`src/rtl/seq_lock_fsm_if.sv`:
```
// Plate-input / sequencer bundle for seq_lock_fsm. The master drives codes,
// programming and clear; the slave (the checker) drives the status outputs.
interface seq_lock_fsm_if #(
  parameter int unsigned W         = 8,
  parameter int unsigned N         = 3,
  parameter int unsigned MAX_TRIES = 3
);
  localparam int unsigned IW = (N > 1) ? $clog2(N) : 1;
  localparam int unsigned SW = $clog2(N + 1);
  localparam int unsigned TW = $clog2(MAX_TRIES + 1);

  logic          in_valid;
  logic [W-1:0]  plate_in;
  logic          prog_en;
  logic [IW-1:0] prog_idx;
  logic [W-1:0]  prog_data;
  logic          clear;

  logic          done;
  logic          fail;
  logic          alarm;
  logic [SW-1:0] step;
  logic [TW-1:0] tries_left;

  modport master (
    output in_valid, plate_in, prog_en, prog_idx, prog_data, clear,
    input  done, fail, alarm, step, tries_left
  );

  modport slave (
    input  in_valid, plate_in, prog_en, prog_idx, prog_data, clear,
    output done, fail, alarm, step, tries_left
  );
endinterface

```
`src/rtl/seq_lock_fsm.sv`:
```
// Runtime-programmable N-code sequence lock with bounded retries and a timed
// lockout. All status outputs come straight from registers.
module seq_lock_fsm #(
  parameter int unsigned       W              = 8,
  parameter int unsigned       N              = 3,
  parameter logic [N*W-1:0]    SEQ_INIT       = {8'hF0, 8'hCC, 8'hAA},
  parameter int unsigned       MAX_TRIES      = 3,
  parameter int unsigned       LOCKOUT_CYCLES = 16
) (
  input logic           clk,
  input logic           reset,
  seq_lock_fsm_if.slave bus
);
  localparam int unsigned IW = (N > 1) ? $clog2(N) : 1;
  localparam int unsigned SW = $clog2(N + 1);
  localparam int unsigned TW = $clog2(MAX_TRIES + 1);
  localparam int unsigned CW = $clog2(LOCKOUT_CYCLES + 1);

  localparam logic [SW-1:0] StepLast = SW'(N - 1);
  localparam logic [SW-1:0] StepDone = SW'(N);
  localparam logic [TW-1:0] TriesMax = TW'(MAX_TRIES);
  localparam logic [CW-1:0] LockLoad = CW'(LOCKOUT_CYCLES);

  typedef enum logic [1:0] {StCheck, StDone, StLockout} state_e;

  state_e        state_q;
  logic [SW-1:0] step_q;
  logic [TW-1:0] tries_q;
  logic [CW-1:0] cnt_q;
  logic          done_q;
  logic          fail_q;
  logic          alarm_q;
  logic [W-1:0]  seq_q [N];
  logic [W-1:0]  cur_code;

  // Mux by comparison so any step width works without out-of-range indexing.
  always_comb begin
    cur_code = '0;
    for (int k = 0; k < int'(N); k++) begin
      if (step_q == SW'(k)) cur_code = seq_q[k];
    end
  end

  always_ff @(posedge clk or posedge reset) begin
    if (reset) begin
      state_q <= StCheck;
      step_q  <= '0;
      tries_q <= TriesMax;
      cnt_q   <= '0;
      done_q  <= 1'b0;
      fail_q  <= 1'b0;
      alarm_q <= 1'b0;
      for (int k = 0; k < int'(N); k++) seq_q[k] <= SEQ_INIT[k*W +: W];
    end else begin
      fail_q <= 1'b0;
      unique case (state_q)
        StCheck: begin
          // Programming has priority: a cycle with prog_en never evaluates a code.
          if (bus.prog_en) begin
            if (step_q == '0) begin
              for (int k = 0; k < int'(N); k++) begin
                if (bus.prog_idx == IW'(k)) seq_q[k] <= bus.prog_data;
              end
            end
          end else if (bus.in_valid) begin
            if (bus.plate_in == cur_code) begin
              if (step_q == StepLast) begin
                state_q <= StDone;
                step_q  <= StepDone;
                done_q  <= 1'b1;
              end else begin
                step_q <= step_q + 1'b1;
              end
            end else begin
              fail_q <= 1'b1;
              step_q <= '0;
              if (tries_q <= TW'(1)) begin
                tries_q <= '0;
                state_q <= StLockout;
                alarm_q <= 1'b1;
                cnt_q   <= LockLoad;
              end else begin
                tries_q <= tries_q - 1'b1;
              end
            end
          end
        end
        StDone: begin
          if (bus.clear) begin
            state_q <= StCheck;
            step_q  <= '0;
            tries_q <= TriesMax;
            done_q  <= 1'b0;
          end
        end
        StLockout: begin
          if (cnt_q <= CW'(1)) begin
            state_q <= StCheck;
            alarm_q <= 1'b0;
            cnt_q   <= '0;
            tries_q <= TriesMax;
            step_q  <= '0;
          end else begin
            cnt_q <= cnt_q - 1'b1;
          end
        end
        default: state_q <= StCheck;
      endcase
    end
  end

  assign bus.done       = done_q;
  assign bus.fail       = fail_q;
  assign bus.alarm      = alarm_q;
  assign bus.step       = step_q;
  assign bus.tries_left = tries_q;
endmodule

```
`src/flat_wrapper.sv`:
```
// flat-port wrapper written by rule: the top's interface ports become plain ports
module seq_lock_fsm_flat 
#(
  parameter int unsigned       W              = 8,
  parameter int unsigned       N              = 3,
  parameter logic [N*W-1:0]    SEQ_INIT       = {8'hF0, 8'hCC, 8'hAA},
  parameter int unsigned       MAX_TRIES      = 3,
  parameter int unsigned       LOCKOUT_CYCLES = 16
)
  (clk, reset, bus_in_valid, bus_plate_in, bus_prog_en, bus_prog_idx, bus_prog_data, bus_clear, bus_done, bus_fail, bus_alarm, bus_step, bus_tries_left);
  seq_lock_fsm_if #(.W(W), .N(N), .MAX_TRIES(MAX_TRIES)) bus_i ();
  input logic clk;
  input logic reset;
  input wire logic [$bits(bus_i.in_valid)-1:0] bus_in_valid;
  input wire logic [$bits(bus_i.plate_in)-1:0] bus_plate_in;
  input wire logic [$bits(bus_i.prog_en)-1:0] bus_prog_en;
  input wire logic [$bits(bus_i.prog_idx)-1:0] bus_prog_idx;
  input wire logic [$bits(bus_i.prog_data)-1:0] bus_prog_data;
  input wire logic [$bits(bus_i.clear)-1:0] bus_clear;
  output wire logic [$bits(bus_i.done)-1:0] bus_done;
  output wire logic [$bits(bus_i.fail)-1:0] bus_fail;
  output wire logic [$bits(bus_i.alarm)-1:0] bus_alarm;
  output wire logic [$bits(bus_i.step)-1:0] bus_step;
  output wire logic [$bits(bus_i.tries_left)-1:0] bus_tries_left;
  assign bus_i.in_valid = bus_in_valid;
  assign bus_i.plate_in = bus_plate_in;
  assign bus_i.prog_en = bus_prog_en;
  assign bus_i.prog_idx = bus_prog_idx;
  assign bus_i.prog_data = bus_prog_data;
  assign bus_i.clear = bus_clear;
  assign bus_done = bus_i.done;
  assign bus_fail = bus_i.fail;
  assign bus_alarm = bus_i.alarm;
  assign bus_step = bus_i.step;
  assign bus_tries_left = bus_i.tries_left;
  seq_lock_fsm #(.W(W), .N(N), .SEQ_INIT(SEQ_INIT), .MAX_TRIES(MAX_TRIES), .LOCKOUT_CYCLES(LOCKOUT_CYCLES)) u_core (.clk(clk), .reset(reset), .bus(bus_i));
endmodule
```
`config.mk`:
```
export PLATFORM = sky130hd
export DESIGN_NAME = seq_lock_fsm_flat
export DESIGN_NICKNAME = d
export VERILOG_FILES = /design/src/rtl/seq_lock_fsm_if.sv /design/src/rtl/seq_lock_fsm.sv /design/src/flat_wrapper.sv
export SDC_FILE = /design/constraint.sdc
export NUM_CORES = 1
export LEC_CHECK = 0
export CORE_MARGIN = 4
export CORE_UTILIZATION = 55
export DETAILED_ROUTE_END_ITERATION = 12
export PLACE_DENSITY = 0.85
export SYNTH_ARGS = -nofsm -noshare
export SYNTH_HDL_FRONTEND = slang
export SYNTH_SLANG_ARGS = --single-unit
```
`constraint.sdc`:
```
create_clock -name clk -period 2.9 [get_ports clk]
set_input_delay 0.87 -clock clk [delete_from_list [all_inputs] [get_ports clk]]
set_output_delay 0.87 -clock clk [all_outputs]
set_load 0.005 [all_outputs]
```
==> impl_metrics.yaml <==
run_status:
  status: "complete, no violations"
clock_tree:
  clk_latency_ns: 0.30
  clk_pin_slew_ns: 0.08
  cts_setup_buffers: 0
  ctsHoldBuffers: 0
  cts.sinks: 38
  cts-resized-gates: 0
  cts-root-buf: "clkbuf_8"
  cts-htree-levels: 2
  cts_tree: "built"
  numCtsBuffers: 5
  cts_buffer_depth: 2
global_route:
  grt_max_degree: 39
  busiest_layer: "met2"
  grt_pass1_vias: 1711
  grt_overflow: 0
  use_met3: 0.0505
  grt_use_met1: 0.279
  grt_pass1_wl_um: 8270
  grt_use_met2: 0.327
  grt_usage: 0.208
  antenna_found_initial: 0
sta:
  fin_crit_ns: 2.76
  whs_ns: 0.518
  rsz0062_at_grt: "false"
  fmax_mhz: 363
  drv_slew: 0
  hold_violations: 0
  final.period_utilization: 0.951
  worst_pin_slew_ns: 0.612
  skew_ns: 0.00821
  relSlewSlack: 0.591
  final-setup-viol-count: 0
floorplanning:
  io_pins: 30
  core-area_sq_mm: 0.00380
  die_x_um: 71.7
  rows: 22
  die_y_um: 71.7
  initial_utilization: 0.588
  die_area_sq_mm: 0.00514
logic_synthesis:
  synth_flop_cell: "dfrtp_1"
  syn_nets: 233
  syn_avg_cell_area_sq_um: 11.1
  synthArstFlopShare: 1.00
  synth_edf_count: 0
  ys_types: 51
  yosysWarnings: 0
  ys_seq_elements: 38
  ys_seq_area_frac: 0.434
  synth.cell_area_sq_mm: 0.00223
  postSynthCellCount: 201
drt:
  totalWireLength_um: 5080
  drc_errors: 0
  drtPass1Iterations: 4
  avgViaCountPerCell: 5.86
  drtIter0Drc: 132
  ant_nets: 0
  routedWlPerCell_um: 17.2
  via_count: 1729
power_and_ir_drop:
  power_mw: 2.45
  leakage_nw: 1.18
  power_density_mw_per_mm2: 888
  ir_drop_uv: 498
run:
  maxCapViolCount: 0
setup_path:
  r2r-start: "u_core.bus.step[0]"
  rrSetupSlack_ns: 0.37
  crit_arrival_ns: 2.94
  startpoint: "bus_plate_in[1]"
  critPathCaptureType: "register"
  critical_path.startpoint_type: "input port"
  worstPathRequired_ns: 3.08
  crit_fanout: 4
  path_class: "in2reg"
cells_and_area:
  drive_above_1_share: 0.300
  fillers: 282
  layout_common_cells: "clkdlybuf4s50_1 (29), mux2_2 (26), inv_1 (24), dfrtp_1 (24), dfstp_2 (14)"
  postLayoutCoreUtil: 0.725
  area.growth.synth_to_final_pct: 23.3
  nets: 278
  layout_commonest_cell: "clkdlybuf4s50_1"
  antennaDiodeCount: 0
place:
  gp_congestion: 0.845
  dp_hpwl_um: 3840
  portBuffers: 29
hold_path:
  hp-start: "u_core.bus.tries_left[0]"
  hp-class: "reg2reg"
[final timing paths]
kind,to,cells after the start
worst max-delay path,u_core.cnt_q[1],8
worst min-delay path,u_core.bus.tries_left[0],2
worst max register to register,u_core.cnt_q[4],11
worst min register to register,u_core.bus.tries_left[0],2
max in group asynchronous,u_core.seq_q[4],3
min in group asynchronous,u_core.bus.step[0],3
[kinds of logic (layout without fill, tap and decap cells)]
family	count (synthesis)	after routing	synth area share
buffers and inverters	28	74	0.0487
flip-flops	38	38	0.434
AO/OA/AOI/OAI	54	54	0.202
XOR/XNOR	6	6	0.0235
multiplexers	28	28	0.140
adder cells (fa/ha/maj)	9	9	0.0504
AND/OR/NAND/NOR	38	38	0.101
[power breakdown]
part | internal, mW | leakage (nW) | total (mW) | switching [mW]
sequential | 0.838 | 0.441 | 1.06 | 0.223
combinational | 0.536 | 0.692 | 1.01 | 0.474
clock | 0.192 | 0.0482 | 0.375 | 0.183
[synth_stat cells, types with 3 or more instances]
cell type	number	area share
a22o_1	4	0.016
nor2_1	7	0.012
xor2_1	3	0.012
o21ai_0	6	0.013
a221o_1	8	0.036
nand2b_1	3	0.0084
nand2_1	5	0.0084
dfstp_2	14	0.16
a22o_2	3	0.013
buf_2	3	0.0067
ha_1	9	0.050
nand4_1	4	0.011
mux2_2	26	0.13
dfrtp_1	24	0.27
a21oi_1	6	0.013
a22oi_1	4	0.013
xnor2_1	3	0.012
inv_1	24	0.040
nor2b_1	6	0.017
[metal layers]
layer	part of all wire	wire, um
met5	0	0
met4	0.015	77
met2	0.48	2440
met1	0.45	2310
met3	0.049	250
[critical path: stages]
cell and delay (ns):
clkdlybuf4s50_1 0.50, inv_1 0.08, a2111o_1 0.42, o32ai_1 0.26
o21a_2 0.24, a211oi_2 0.10, nor2_4 0.13, mux2_2 0.34
[state kept, by name, indices dropped and copies added (netlist names)]
register	cells
u_core.bus.done	1
u_core.bus.step	2
u_core.seq_q	24
u_core.bus.alarm	1
u_core.bus.tries_left	2
u_core.cnt_q	5
u_core.bus.fail	1
u_core.state_q	2
[area by class of cell]
| class | count | area (sq um) | share of cell area |
|---|---|---|---|
| Multi-Input combinational cell | 135 | 1160 | 0.420 |
| Sequential cell | 38 | 968 | 0.352 |
| Timing Repair Buffer | 42 | 388 | 0.141 |
| Inverter | 24 | 90.1 | 0.0327 |
| Clock buffer | 7 | 86.3 | 0.0313 |
| Tap cell | 48 | 60.1 | 0.0218 |
| Clock inverter | 1 | 5.00 | 0.00182 |
[metrics by stage]
step | setup TNS (ns) | instances | cell area (sq um) | setup WS, ns
4_1_cts | 0 | 295 | 2750 | 0.187
3_5_place_dp | -0.392 | 287 | 2660 | -0.0975
2_1_floorplan | 0 | 201 | 2230 | 0.517
3_3_place_gp | -0.0134 | 287 | 2660 | -0.00644
5_1_grt | 0 | 295 | 2750 | 0.0857
6_report | 0 | 295 | 2750 | 0.142
Power figures use the tool's default switching activity.
